===== config.mk =====
export PLATFORM = sky130hd
export DESIGN_NAME = psm_sram_bridge
export DESIGN_NICKNAME = d
export VERILOG_FILES = /design/src/rtl/psm_pkg.sv /design/src/rtl/psm_key_reg.sv /design/src/rtl/psm_sram_bridge.sv
export SDC_FILE = /design/constraint.sdc
export NUM_CORES = 1
export LEC_CHECK = 0
export ABC_AREA = 1
export CORE_MARGIN = 5
export CORE_UTILIZATION = 48
export DETAILED_ROUTE_END_ITERATION = 7
export MAX_ROUTING_LAYER = met4
export PLACE_DENSITY_LB_ADDON = 0.12
export SLEW_MARGIN = 15
export SYNTH_ARGS = -nofsm -noshare
export SYNTH_HDL_FRONTEND = slang
export SYNTH_SLANG_ARGS = --single-unit

===== constraint.sdc =====
create_clock -name wb_clk_i -period 2.5 [get_ports wb_clk_i]
set_input_delay 0.5 -clock wb_clk_i [delete_from_list [all_inputs] [get_ports wb_clk_i]]
set_output_delay 0.5 -clock wb_clk_i [all_outputs]
set_load 0.005 [all_outputs]

===== src/rtl/psm_pkg.sv =====
// psm_pkg: shared state type, default widths and scramble helper for psm_sram_bridge
package psm_pkg;
    typedef enum logic [2:0] {IDLE, WR, RD0, RD1, ACK, ZERO} state_t;
    localparam int DEF_NUM_BANKS = 2;
    localparam int DEF_ADDR_W = 9;
    localparam int DEF_DATA_W = 32;
    function automatic int bank_w(input int n);
        return (n > 1) ? $clog2(n) : 1;
    endfunction
    // Byte-lane scramble so any DATA_W that is a multiple of 8 reuses it per lane
    function automatic logic [7:0] scramble(input logic [7:0] data, input logic [7:0] key);
        return data ^ key;
    endfunction
endpackage


===== src/rtl/psm_key_reg.sv =====
// psm_key_reg: scramble key register with pending rekey and zeroize requests
module psm_key_reg import psm_pkg::*; #(
    parameter int DATA_W = DEF_DATA_W
) (
    input  logic              clk,
    input  logic              rst,
    input  logic [DATA_W-1:0] key,
    input  logic              key_valid,
    input  logic              rekey,
    input  logic              zeroize,
    input  logic              idle,
    input  logic              sweep,
    output logic [DATA_W-1:0] key_q,
    output logic              zero_req
);
    logic rekey_pend, zero_pend;
    assign zero_req = zero_pend | zeroize;
    // The key only moves while the FSM is idle, so a transaction never sees two keys
    always_ff @(posedge clk)
        if (rst) begin
            key_q <= '0;
            rekey_pend <= 1'b0;
            zero_pend <= 1'b0;
        end else begin
            if (idle && rekey_pend) key_q <= key;
            rekey_pend <= (rekey && key_valid) || (rekey_pend && !idle);
            zero_pend <= zero_req && !idle && !sweep;
        end
endmodule


===== src/rtl/psm_sram_bridge.sv =====
// psm_sram_bridge: Wishbone slave to scrambled multi-bank 1RW1R SRAM with rekey and zeroize
module psm_sram_bridge import psm_pkg::*; #(
    parameter int NUM_BANKS = DEF_NUM_BANKS,
    parameter int ADDR_W = DEF_ADDR_W,
    parameter int DATA_W = DEF_DATA_W
) (
    input  logic                          wb_clk_i,
    input  logic                          wb_rst_i,
    input  logic                          wbs_cyc_i,
    input  logic                          wbs_stb_i,
    input  logic                          wbs_we_i,
    input  logic [DATA_W/8-1:0]           wbs_sel_i,
    input  logic [31:0]                   wbs_adr_i,
    input  logic [DATA_W-1:0]             wbs_dat_i,
    output logic                          wbs_ack_o,
    output logic [DATA_W-1:0]             wbs_dat_o,
    input  logic [DATA_W-1:0]             key_i,
    input  logic                          key_valid_i,
    input  logic                          rekey_i,
    input  logic                          zeroize_i,
    output logic                          busy_o,
    output logic [NUM_BANKS-1:0]          sram_csb0_o,
    output logic [NUM_BANKS-1:0]          sram_web0_o,
    output logic [NUM_BANKS*DATA_W/8-1:0] sram_wmask0_o,
    output logic [ADDR_W-1:0]             sram_addr0_o,
    output logic [ADDR_W-1:0]             sram_addr1_o,
    output logic [DATA_W-1:0]             sram_din0_o,
    output logic [NUM_BANKS-1:0]          sram_csb1_o,
    input  logic [NUM_BANKS*DATA_W-1:0]   sram_dout1_i
);
    localparam int BANK_W = bank_w(NUM_BANKS);
    localparam int SW = DATA_W / 8;
    localparam int CNT_W = BANK_W + ADDR_W;
    localparam logic [CNT_W-1:0] LAST = {BANK_W'(NUM_BANKS - 1), {ADDR_W{1'b1}}};

    state_t state;
    logic [BANK_W-1:0] bank_q, req_bank;
    logic [ADDR_W-1:0] req_word;
    logic [CNT_W-1:0] cnt, z_idx;
    logic [DATA_W-1:0] key_q, din_scr, dout_sel, dout_clr;
    logic [NUM_BANKS-1:0] req_hot, z_hot;
    logic [NUM_BANKS*SW-1:0] req_mask;
    logic req_ok, zero_req, sweep_step, unused_adr;

    assign req_word = wbs_adr_i[ADDR_W+1:2];
    assign req_bank = wbs_adr_i[ADDR_W+2 +: BANK_W];
    assign req_ok = {1'b0, req_bank} < (BANK_W+1)'(NUM_BANKS);
    assign req_hot = req_ok ? NUM_BANKS'(1) << req_bank : '0;
    assign unused_adr = ^{wbs_adr_i[31:ADDR_W+2+BANK_W], wbs_adr_i[1:0]};
    assign dout_sel = sram_dout1_i[bank_q*DATA_W +: DATA_W];
    // Sweep index presented on the SRAM port next cycle: 0 on entry, then cnt+1
    assign z_idx = (state == ZERO) ? cnt + CNT_W'(1) : '0;
    assign z_hot = NUM_BANKS'(1) << z_idx[ADDR_W +: BANK_W];
    assign sweep_step = (state == IDLE && zero_req) || (state == ZERO && cnt != LAST);

    for (genvar i = 0; i < SW; i++) begin : g_lane
        assign din_scr[i*8 +: 8] = scramble(wbs_dat_i[i*8 +: 8], key_q[i*8 +: 8]);
        assign dout_clr[i*8 +: 8] = scramble(dout_sel[i*8 +: 8], key_q[i*8 +: 8]);
    end
    for (genvar b = 0; b < NUM_BANKS; b++) begin : g_mask
        assign req_mask[b*SW +: SW] = req_hot[b] ? wbs_sel_i : '0;
    end

    psm_key_reg #(.DATA_W(DATA_W)) u_key (
        .clk(wb_clk_i), .rst(wb_rst_i), .key(key_i), .key_valid(key_valid_i),
        .rekey(rekey_i), .zeroize(zeroize_i), .idle(state == IDLE), .sweep(state == ZERO),
        .key_q(key_q), .zero_req(zero_req)
    );

    always_ff @(posedge wb_clk_i)
        if (wb_rst_i) begin
            state <= IDLE;
            bank_q <= '0;
            cnt <= '0;
            sram_csb0_o <= '1;
            sram_web0_o <= '1;
            sram_csb1_o <= '1;
            sram_wmask0_o <= '0;
            sram_addr0_o <= '0;
            sram_addr1_o <= '0;
            sram_din0_o <= '0;
            wbs_ack_o <= 1'b0;
            wbs_dat_o <= '0;
            busy_o <= 1'b0;
        end else if (sweep_step) begin
            state <= ZERO;
            busy_o <= 1'b1;
            cnt <= z_idx;
            sram_csb0_o <= ~z_hot;
            sram_web0_o <= ~z_hot;
            sram_wmask0_o <= '1;
            sram_addr0_o <= z_idx[ADDR_W-1:0];
            sram_din0_o <= '0;
        end else
            case (state)
                IDLE: if (wbs_cyc_i && wbs_stb_i) begin
                    bank_q <= req_bank;
                    if (!req_ok) begin
                        state <= ACK;
                        wbs_ack_o <= 1'b1;
                        if (!wbs_we_i) wbs_dat_o <= '0;
                    end else if (wbs_we_i) begin
                        state <= WR;
                        sram_csb0_o <= ~req_hot;
                        sram_web0_o <= ~req_hot;
                        sram_wmask0_o <= req_mask;
                        sram_addr0_o <= req_word;
                        sram_din0_o <= din_scr;
                    end else begin
                        state <= RD0;
                        sram_csb1_o <= ~req_hot;
                        sram_addr1_o <= req_word;
                    end
                end
                WR: begin
                    state <= ACK;
                    sram_csb0_o <= '1;
                    sram_web0_o <= '1;
                    sram_wmask0_o <= '0;
                    wbs_ack_o <= 1'b1;
                end
                RD0: begin
                    state <= RD1;
                    sram_csb1_o <= '1;
                end
                RD1: begin
                    state <= ACK;
                    wbs_dat_o <= dout_clr;
                    wbs_ack_o <= 1'b1;
                end
                ACK: begin
                    state <= IDLE;
                    wbs_ack_o <= 1'b0;
                end
                ZERO: begin
                    state <= IDLE;
                    busy_o <= 1'b0;
                    sram_csb0_o <= '1;
                    sram_web0_o <= '1;
                    sram_wmask0_o <= '0;
                end
                default: state <= IDLE;
            endcase
endmodule


Yosys cells after proc, flatten, opt, wreduce, memory -nomap -nowiden:

Cells that the tools add are included.

* $add $sub $neg: 1
* equality and inequality tests: 10
* shift-type cells: 3
* mux-type cells: 25
* bitwise gates (word level): 13
* reductions and logical operators: 31

Operators by type and width (count)
* $shiftx 64x7->32: 1
* $xor 8x8->8: 8
* $mux 9: 4
* $mux 8: 3
* $pmux 8 s2: 1
* $mux 2: 6
* $reduce_and 3->1: 4
* $reduce_bool 2->1: 6
* $add 10x1->10 const B: 1
* $mux 10: 1
* $ne 10x10->1 const B: 1
* $pmux 3 s3: 1
* $logic_and 1x1->1: 8
* $mux 4: 2
* $pmux 2 s2: 2
* $reduce_and 4->1: 2
* $eq 3x2->1 const B: 2
* $eq 3x3->1 const B: 2
* $mux 3: 2
* $ne 3x3->1 const B: 2
* $reduce_or 2->1: 3
* $ne 2x2->1 const B: 2
* $not 2->2: 2
* $reduce_and 2->1: 2
* 10 further kinds: 15

* register bits after elaboration: 144
* input port bits: 172
* output and inout bits: 98
* logic and storage cells: 99

Depth between registers and ports, before layout:

Gate-level depths: netlist (run 1).

* depth after elaboration: 6
* depth in mapped cells: 11
* gate-level depth less buffers: 10

By module:

Synthesis (run 1) repeated with hierarchy kept, for this count alone.

* cells, all modules: 986
* area total of the unflattened synthesis: 6957.9 um^2

Modules (own cells, without submodules)
* psm_sram_bridge: instances 1, cells an instance 772, area an instance 5560.3 um^2, seq. area each 2202.1 um^2
* psm_key_reg: instances 1, cells an instance 214, area an instance 1397.6 um^2, seq. area each 680.7 um^2

Worst setup path before layout (run 1):

OpenSTA, ideal clock, no wires.

* path type: reg2reg
* start point: register cnt[0]
* end point: register sram_csb1_o[0]
* setup time: 0.125 ns
* arrival time: 1.430 ns
* required time: 2.375 ns
* path slack: 0.945 ns
* cell stages (with the launch flop): 12
* path buffers: 1
* clock period less this slack: 1.555 ns
* cells stage by stage: dfxtp_1 ha_1 nand2_1 nor2_4 nand3_4 nand2_8 nand2_4 buf_6 nor2_4 nand3_1 nand2_1 nand2_1

* cells in the longest elaborated chain, start to end: 5

RTL lines
* start: declaration: RTL line psm_sram_bridge.sv:39 `logic [CNT_W-1:0] cnt, z_idx;`
* start signal: assignment: RTL line psm_sram_bridge.sv:88 `cnt <= z_idx;`
* $ne 10x10->1: RTL line psm_sram_bridge.sv:54 `assign sweep_step = (state == IDLE && zero_req) || (state == ZERO && cnt != LAST);`
* $logic_and 1x1->1: RTL line psm_sram_bridge.sv:54
* $logic_or 1x1->1: RTL line psm_sram_bridge.sv:54
* $not 1->1 (no source line)
* $reduce_and 4->1 (no source line)
* end signal: assignment: RTL line psm_sram_bridge.sv:111 `sram_csb1_o <= ~req_hot;`
* end: declaration: RTL line psm_sram_bridge.sv:28 `output logic [NUM_BANKS-1:0] sram_csb1_o,`

No other way between the ends.
A chain may end at the register's enable or synchronous reset.

Worst setup path in the final report (run 1):

* start point: register cnt[0]
* end point: register cnt[6]

* cells in the longest elaborated chain, start to end: 3
* elaborated cells between the ends (all ways): 5
* those cells by class: 1 x add/sub; 1 x eq/ne; 1 x mux; 2 x reduce/logical

RTL lines
* branches (longest 3 deep; another with $add 10x1->10)

Parallel ways; which one is timed is not known.

==> results summary, run 1 <==
The run finished with clean final reports. The post-layout instance area is a little over 10000 µm². The aggregate global routing overflow came out at 0. STA classifies the critical path startpoint as a register. The worst setup path is of the reg2reg kind. The maximum clock skew at final layout is approximately 0.0074 ns. The maximum fanout along the worst path is 36. The count of input and output buffers is between 200 and 250.

Headroom to the max-slew limit came out at roughly 59%. The total via count after detailed routing came out at roughly 6600. The setup slack at placement is about 0.29 ns. The count of unresolved DRC violations after routing came out at 0. The post-route netlist has 8.766% of its cells at a drive strength greater than 1. 0 antenna diodes ended up in the layout. The DRC violation total after the first TritonRoute iteration came out at between 300 and 400. The final wirelength is about 20 mm.

In this run the power density over the cells is 826.6 nW/µm². The global-route wire length before repair came out at 30.89 mm. The via count of the first global-routing pass came out at 6297. The startpoint identified for the worst hold timing path is sram_din0_o[0]. In the finished design, the share of the clock period the worst path needs comes to ~83%. For the worst setup path, the data arrival time is between 2 and 2.5 ns. After synthesis the netlist holds a flip-flop and latch count of between 100 and 150. The setup slack of the most critical reg-to-reg path came out at about 0.43 ns.

Setup repair after global routing left no endpoint under its margin. The die is ~130 µm tall. Setup violations remaining at the end of the flow were counted as 0. The number of hold violations in the final report is 0. The number of buffers inserted for hold repair after clock tree synthesis is 0. The part of the power in combinational logic came out at between 30% and 40%. The data required time at the worst endpoint is ~2.8 ns. Counting along the longest clock path gives a buffer depth of 2.

The worst register-to-register path begins at cnt[0]. Counting cells, the worst reg-to-reg path comes to 9. IR analysis of the VDD net gives a maximum drop of about 0.57 mV. STA classifies the critical path endpoint as a register. The post-placement cell area is approximately 9500 µm².

Leaving out fill and tap cells, the most frequent cell in the layout is sky130_fd_sc_hd__nand2_1. The net load switching power came out at 2.834 mW. The internal power component came out at approximately 5.5 mW. The number of max-cap violations came out at 0. In this run the standard cell core region covers ~14000 µm². The number of nets produced by synthesis came out at about 1100.

The path class of the tightest hold or removal check is reg2reg. The final estimated routing congestion in global placement came out at 0.8839. The worst path setup slack after routing came out at between 0.4 and 0.5 ns. Timing would allow up to a little under 0.5 GHz. The number of cells produced by synthesis came out at between 900 and 1000. The start point of the critical path is cnt[0]. Buffers inserted during clock tree synthesis total 17. The synthesized area per cell is 7.400 µm². The number of library cell types mapped by synthesis is 37. The HPWL after detailed placement is roughly 15 mm. The TritonCTS sink count came out at approximately 140. The mapped netlist covers between 6000 and 7000 µm². Sequential elements use 41.89% of the synthesized area. The transition at the pin with the smallest max-transition slack came out at 0.6147 ns. The horizontal extent of the die is between 100 and 150 µm. The total die area came out at 16830 µm². The initial antenna violation count came to 0. The time the worst path needs with I/O delays and setup is approximately 2.1 ns. The worst-skew pair later-pin latency came out at 0.42 ns. TritonCTS built the clock tree. After clock tree synthesis, the clock-pin slew on the worst setup and hold paths is ~0.06 ns. The number of placement rows is between 40 and 50. For this run, the number of Yosys warnings is 0. After clock tree synthesis, the setup repair step added 0 buffers. The buffer type at the clock tree root is sky130_fd_sc_hd__clkbuf_16. The total negative setup slack is 0 ns. The number of iterations in the first detailed-routing pass is 4.

After detailed routing, the average wire length per cell comes to 14.86 µm. The worst hold path passes through 2 cells. The share of total power consumed by net switching is ~34%. The number of I/O pins came out at 270. The proportion of power drawn by flip-flops and latches came out at 34.4%. The top cell types in the final layout, fill and taps aside, are sky130_fd_sc_hd__nand2_1 (271), sky130_fd_sc_hd__clkdlybuf4s50_1 (247), sky130_fd_sc_hd__dfxtp_1 (144). The detailed-route vias per instance came out at about 5. The count of cells in the finished layout, fillers not included, comes to 1355.

The initial cell density of the core is about half. The static power due to leakage came out at 4.304 nW. The number of pins exceeding their max-slew limit in the final report is 0.

The number of nets in the final layout came out at 1335. After detailed placement, the design holds a cell count of 1323. The remaining antenna violation count is 0. The count of instances resized after the clock tree is built came out at 0. The layout-stage area growth over the synthesis result came out at 46.74%. The clock network burns roughly 30% of the power. The pin count of the biggest net entering global routing came out at 65. The total global routing track utilization came out at between 20% and 30%. The H-tree generated during clock tree synthesis spans 4 levels.
## power by group through the flow
stage                     sequential, mW  combinational [mW]  clock, mW
after floorplan                     2.91                1.84          0
after global placement              2.91                2.91          0
after detailed placement            2.92                2.95          0
after CTS                           2.87                2.97       2.59
after global routing                2.91                3.30       2.69
final                               2.87                2.94       2.54
## metrics by stage
step | hold slack, ns | util, % | power, mW
3_5_place_dp | 0.4556 | 67.93 | 5.866
4_1_cts | 0.4650 | 72.19 | 8.437
2_1_floorplan | 0.4555 | - | 4.755
6_report | 0.4643 | 72.19 | 8.348
3_3_place_gp | 0.4488 | 67.93 | 5.819
5_1_grt | 0.4796 | 72.19 | 8.899
## routing by layer
layer / vias to the layer above / global-route usage, % / share of wire [%]
met5: - / - / 0
met4: 0 / 9.597 / 2.2
met3: 31 / 6.181 / 8.7
met2: 248 / 38.70 / 47
met1: 2939 / 29.54 / 42
li1: 3388 / - / -
## cell type report
type | instances | area [µm²]
fillers | 1166 | 3890
multi-input cells | 619 | 3313
flip-flops and latches | 144 | 2883
repair buffers | 259 | 2625
inverters | 121 | 456.7
clock buffers | 17 | 425.4
well taps | 180 | 225.2
clock inverters | 15 | 170.2
## logic make-up after synthesis
kind of cell             count (synthesis)  share of synthesized area, %
AND/OR/NAND/NOR                        378                         23.49
AO/OA/AOI/OAI                          173                         15.84
buffers and inverters                  167                         10.07
flip-flops                             144                         41.89
XOR/XNOR                                67                         8.527
adder cells (fa/ha/maj)                  1                        0.1818
## registers in the layout, summed over array words and instances (netlist names), 3 cells and up
signal         flops
state              3
u_key.key_q       32
sram_wmask0_o      8
cnt               10
wbs_dat_o         32
sram_din0_o       32
sram_addr0_o       9
sram_addr1_o       9
## synthesized netlist by cell type, drive strengths merged
cell / number / area share [%]
a21boi: 1 / 0.11
a21oi: 71 / 6.8
a22oi: 1 / 0.11
buf: 18 / 1.9
clkbuf: 28 / 1.5
clkinv: 1 / 0.054
dfxtp: 144 / 42
ha: 1 / 0.18
inv: 120 / 6.6
nand2: 280 / 16
nand3: 17 / 1.6
nand3b: 1 / 0.11
nand4: 4 / 0.58
nor2: 69 / 4.6
nor3: 4 / 0.29
nor4: 1 / 0.091
o211ai: 41 / 4.5
o21ai: 56 / 4.1
o22ai: 3 / 0.27
or2: 2 / 0.18
xor2: 67 / 8.5
## critical path: stages (launching register included)
cell and delay (ns):
sky130_fd_sc_hd__dfxtp_1 0.35, sky130_fd_sc_hd__ha_1 0.22, sky130_fd_sc_hd__nand2_1 0.16, sky130_fd_sc_hd__nor2_4 0.07, sky130_fd_sc_hd__nand3_4 0.10, sky130_fd_sc_hd__nand2_8 0.12, sky130_fd_sc_hd__nand2_4 0.22, sky130_fd_sc_hd__nor2_8 0.07
sky130_fd_sc_hd__inv_4 0.47, sky130_fd_sc_hd__o22ai_1 0.14
## path summary, 6_finish.rpt
kind,endpoint
setup / recovery,cnt[6]
hold / removal,sram_din0_o[0]
setup reg to reg,cnt[6]
hold reg to reg,sram_din0_o[0]
(Power assumes the default switching activity.)
==> run 2, diff against run 1 <==
--- a/config.mk
+++ b/config.mk
@@ -7,7 +7,7 @@
 export LEC_CHECK = 0
 export ABC_AREA = 1
 export CORE_MARGIN = 5
-export CORE_UTILIZATION = 48
+export CORE_UTILIZATION = 44
 export DETAILED_ROUTE_END_ITERATION = 7
 export MAX_ROUTING_LAYER = met4
 export PLACE_DENSITY_LB_ADDON = 0.12
==> constraint.sdc (replaced) <==
create_clock -name wb_clk_i -period 2.1 [get_ports wb_clk_i]
set_input_delay 0.42 -clock wb_clk_i [delete_from_list [all_inputs] [get_ports wb_clk_i]]
set_output_delay 0.42 -clock wb_clk_i [all_outputs]
set_load 0.005 [all_outputs]
==> results summary, run 2 (synthesized netlist as in run 1, its figures left out) <==
The maximum fanout along the worst path is 36 (unchanged). The clock transition at the register clock pins on the worst setup and hold paths after CTS came to 0.06 ns (about the same). The tree is rooted in a sky130_fd_sc_hd__clkbuf_16.

The classification of the worst setup path is reg2reg. The total negative setup slack is 0 ns (unchanged). The path depth of the worst reg2reg path came out at 9 (unchanged). The depth of the worst hold-timing path is 2 (unchanged). The count of instances resized after the clock tree is built is 0 (unchanged). In this run the worst hold path is classified as reg2reg. The largest registers in the layout are sram_din0_o: 32 flops, u_key.key_q: 32 flops, wbs_dat_o: 32 flops. The transition at the pin with the smallest max-transition slack came out at 0.6231 ns (+0.008423 ns). The total die area is 18240 µm² (+8.4%).

The time the worst path needs with I/O delays and setup came to 1.927 ns (-0.1442 ns). The initial cell density of the core came out at 45.10% (-4.1 points). The total global routing track utilization is 22.51% (-1.8 points). The final wirelength is 20.20 mm (+0.29%). Setup repair after global routing left no endpoint under its margin. The relative slew slack came out at 58.46% (-0.56 points). In this run the critical register-to-register path is launched from cnt[0]. The number of iterations in the first detailed-routing pass is 5 (+1). The power per cell area came out at 997.9 nW/µm² (+21%). The die extent in y was 135.1 µm (+4.1%). The data arrival time of the critical path is 2.19 ns (-0.15 ns).

The horizontal extent of the die is 135.1 µm (+4.1%). The worst-skew pair later-pin latency is 0.42 ns (about the same). The delay of the slowest critical-path stage came out at 0.45 ns (-0.02 ns). The number of fill cells in the layout came out at 1346 (+15%). The largest vdd supply drop came to 0.6078 mV (+7.1%). The clock buffer count from CTS is 17 (unchanged). STA classifies the critical path endpoint as a register. The beginning of the worst hold path is sram_din0_o[0]. The final estimated routing congestion in global placement is 0.8683 (-1.8%). The maximum clock skew at final layout is 0.01021 ns (+0.002768 ns). The setup violation total in the final timing report came out at 0 (unchanged). The top achievable clock speed came out at 0.5189 GHz (+7.5%). The global-route wire length before repair is 31.76 mm (+2.8%). The number of levels in the clock H-tree came out at 4 (unchanged). The total via count after detailed routing was 6561 (-0.68%). The overall power of the completed layout is 10.21 mW (+22%).

In this run the worst setup path begins at cnt[0]. The number of hold violations in the final report came out at 0 (unchanged). The detailed-route vias per instance is 4.720 (-3.2%). Leaving out fill and tap cells, the most frequent cell in the layout is sky130_fd_sc_hd__nand2_1. The number of pins exceeding their max-slew limit in the final report is 0 (unchanged). The number of max-cap violations is 0 (unchanged). The share of final-layout standard cells stronger than drive strength 1 came out at 9.075% (+0.31 points). The average detailed-routed wire length per instance is 14.53 µm (-2.2%).

The count of unresolved DRC violations after routing is 0 (unchanged). The area of the core region is 15260 µm² (+9.1%). Walking the worst path, the cells encountered are ha_1, nand2_1, nor2_4, nand3_4, nand2_8, nand2_4, nor2_8, inv_4, o22ai_1.

The data required time at the worst endpoint came out at 2.37 ns (-0.40 ns). The library cells used most frequently in the layout, excluding fill and tap cells, are sky130_fd_sc_hd__nand2_1 (271), sky130_fd_sc_hd__clkdlybuf4s50_1 (247), sky130_fd_sc_hd__dfxtp_1 (144). The remaining antenna violation count is 0 (unchanged). The number of buffers inserted for hold repair after clock tree synthesis was 0 (unchanged).

The via count of the first global-routing pass came to 6317 (+0.32%). The HPWL after detailed placement is 14.78 mm (-0.45%). The number of nets in the final layout is 1340 (+0.37%). The count of input and output buffers is 247 (unchanged). The pin count of the biggest net entering global routing is 55 (-15%).

The number of buffers on the longest clock path came out at 2 (unchanged). The aggregate global routing overflow is 0 (unchanged). TritonCTS built the clock tree.

The static power due to leakage is 4.370 nW (+1.5%). The initial antenna violation count came out at 0 (unchanged). The fraction of the cycle the final worst path needs is 91.77% (+8.9 points). The run finished with clean final reports. The cell type of the slowest stage on the worst timing path is sky130_fd_sc_hd__inv_4. The number of diodes added for antenna fixing is 0 (unchanged). The DRC violation total after the first TritonRoute iteration came out at 348 (+6.1%). The element type at the critical path start is a register. The number of I/O pins came out at 270 (unchanged).

Relative to the synthesized area, the layout overhead comes to 48.69%. The TritonCTS sink count is 144 (unchanged). The number of placement rows came to 45 (+4.7%). The post-CTS repair timing setup buffer count came out at 0 (unchanged).
[run 2: cell count changes in the layout (fill, tap and decap cells not counted)]
cell                         previous run  this run
sky130_fd_sc_hd__buf_12                 5         7
sky130_fd_sc_hd__clkinvlp_4             5         1
sky130_fd_sc_hd__clkinv_4               2         1
sky130_fd_sc_hd__clkbuf_8               0         3
sky130_fd_sc_hd__bufinv_16              3         4
sky130_fd_sc_hd__buf_4                  7        10
[run 2: final timing paths]
check | endpoint | slack (ns)
setup / recovery | cnt[6] | 0.17
hold / removal | sram_din0_o[0] | 0.46
setup reg to reg | cnt[6] | 0.17
hold reg to reg | sram_din0_o[0] | 0.46
[run 2: stage by stage]
step,setup slack [ns],cell area (µm²),hold slack [ns],utilization [%],instances
after detailed placement,0.01873,9604,0.4550,62.94,1359
after floorplan,0.5450,6882,0.4555,-,930
final,0.1729,10230,0.4603,67.06,1390
after global placement,0.04120,9604,0.4471,62.94,1359
after CTS,0.1689,10230,0.4621,67.06,1390
after global routing,0.04880,10230,0.4788,67.06,1390
[run 2: critical path, delay by kind of cell (launching register included)]
family | cells | cell delay [ns]
DFF | 1 | 0.35
and+or+nand+nor | 6 | 0.61
buffers and inverters | 1 | 0.45
adders and majority gates | 1 | 0.22
AOI/OAI and AO/OA | 1 | 0.13
[run 2: cell type report]
class	count	area [µm²]	area share (%)
Clock buffer	20	466.7	4.561
Clock inverter	11	161.4	1.577
Inverter	121	456.7	4.463
Multi-Input combinational cell	619	3313	32.38
Sequential cell	144	2883	28.17
Tap cell	211	264.0	2.580
Timing Repair Buffer	264	2688	26.27
[run 2: metal layers]
layer | GRT usage, % | part of all wire [%] | routed length (µm) | up-vias
met3 | 6.297 | 7.3 | 1468 | 20
li1 | - | - | - | 3383
met4 | 6.495 | 1.4 | 291 | 0
met1 | 28.41 | 46 | 9238 | 2963
met2 | 35.44 | 46 | 9200 | 195
met5 | - | 0 | 0 | -
[run 2: power by group]
group	switching (mW)	internal (mW)	total, mW
combinational	1.98	1.61	3.59
sequential	0.252	3.17	3.42
clock	1.13	2.07	3.20
total	3.37	6.84	10.2
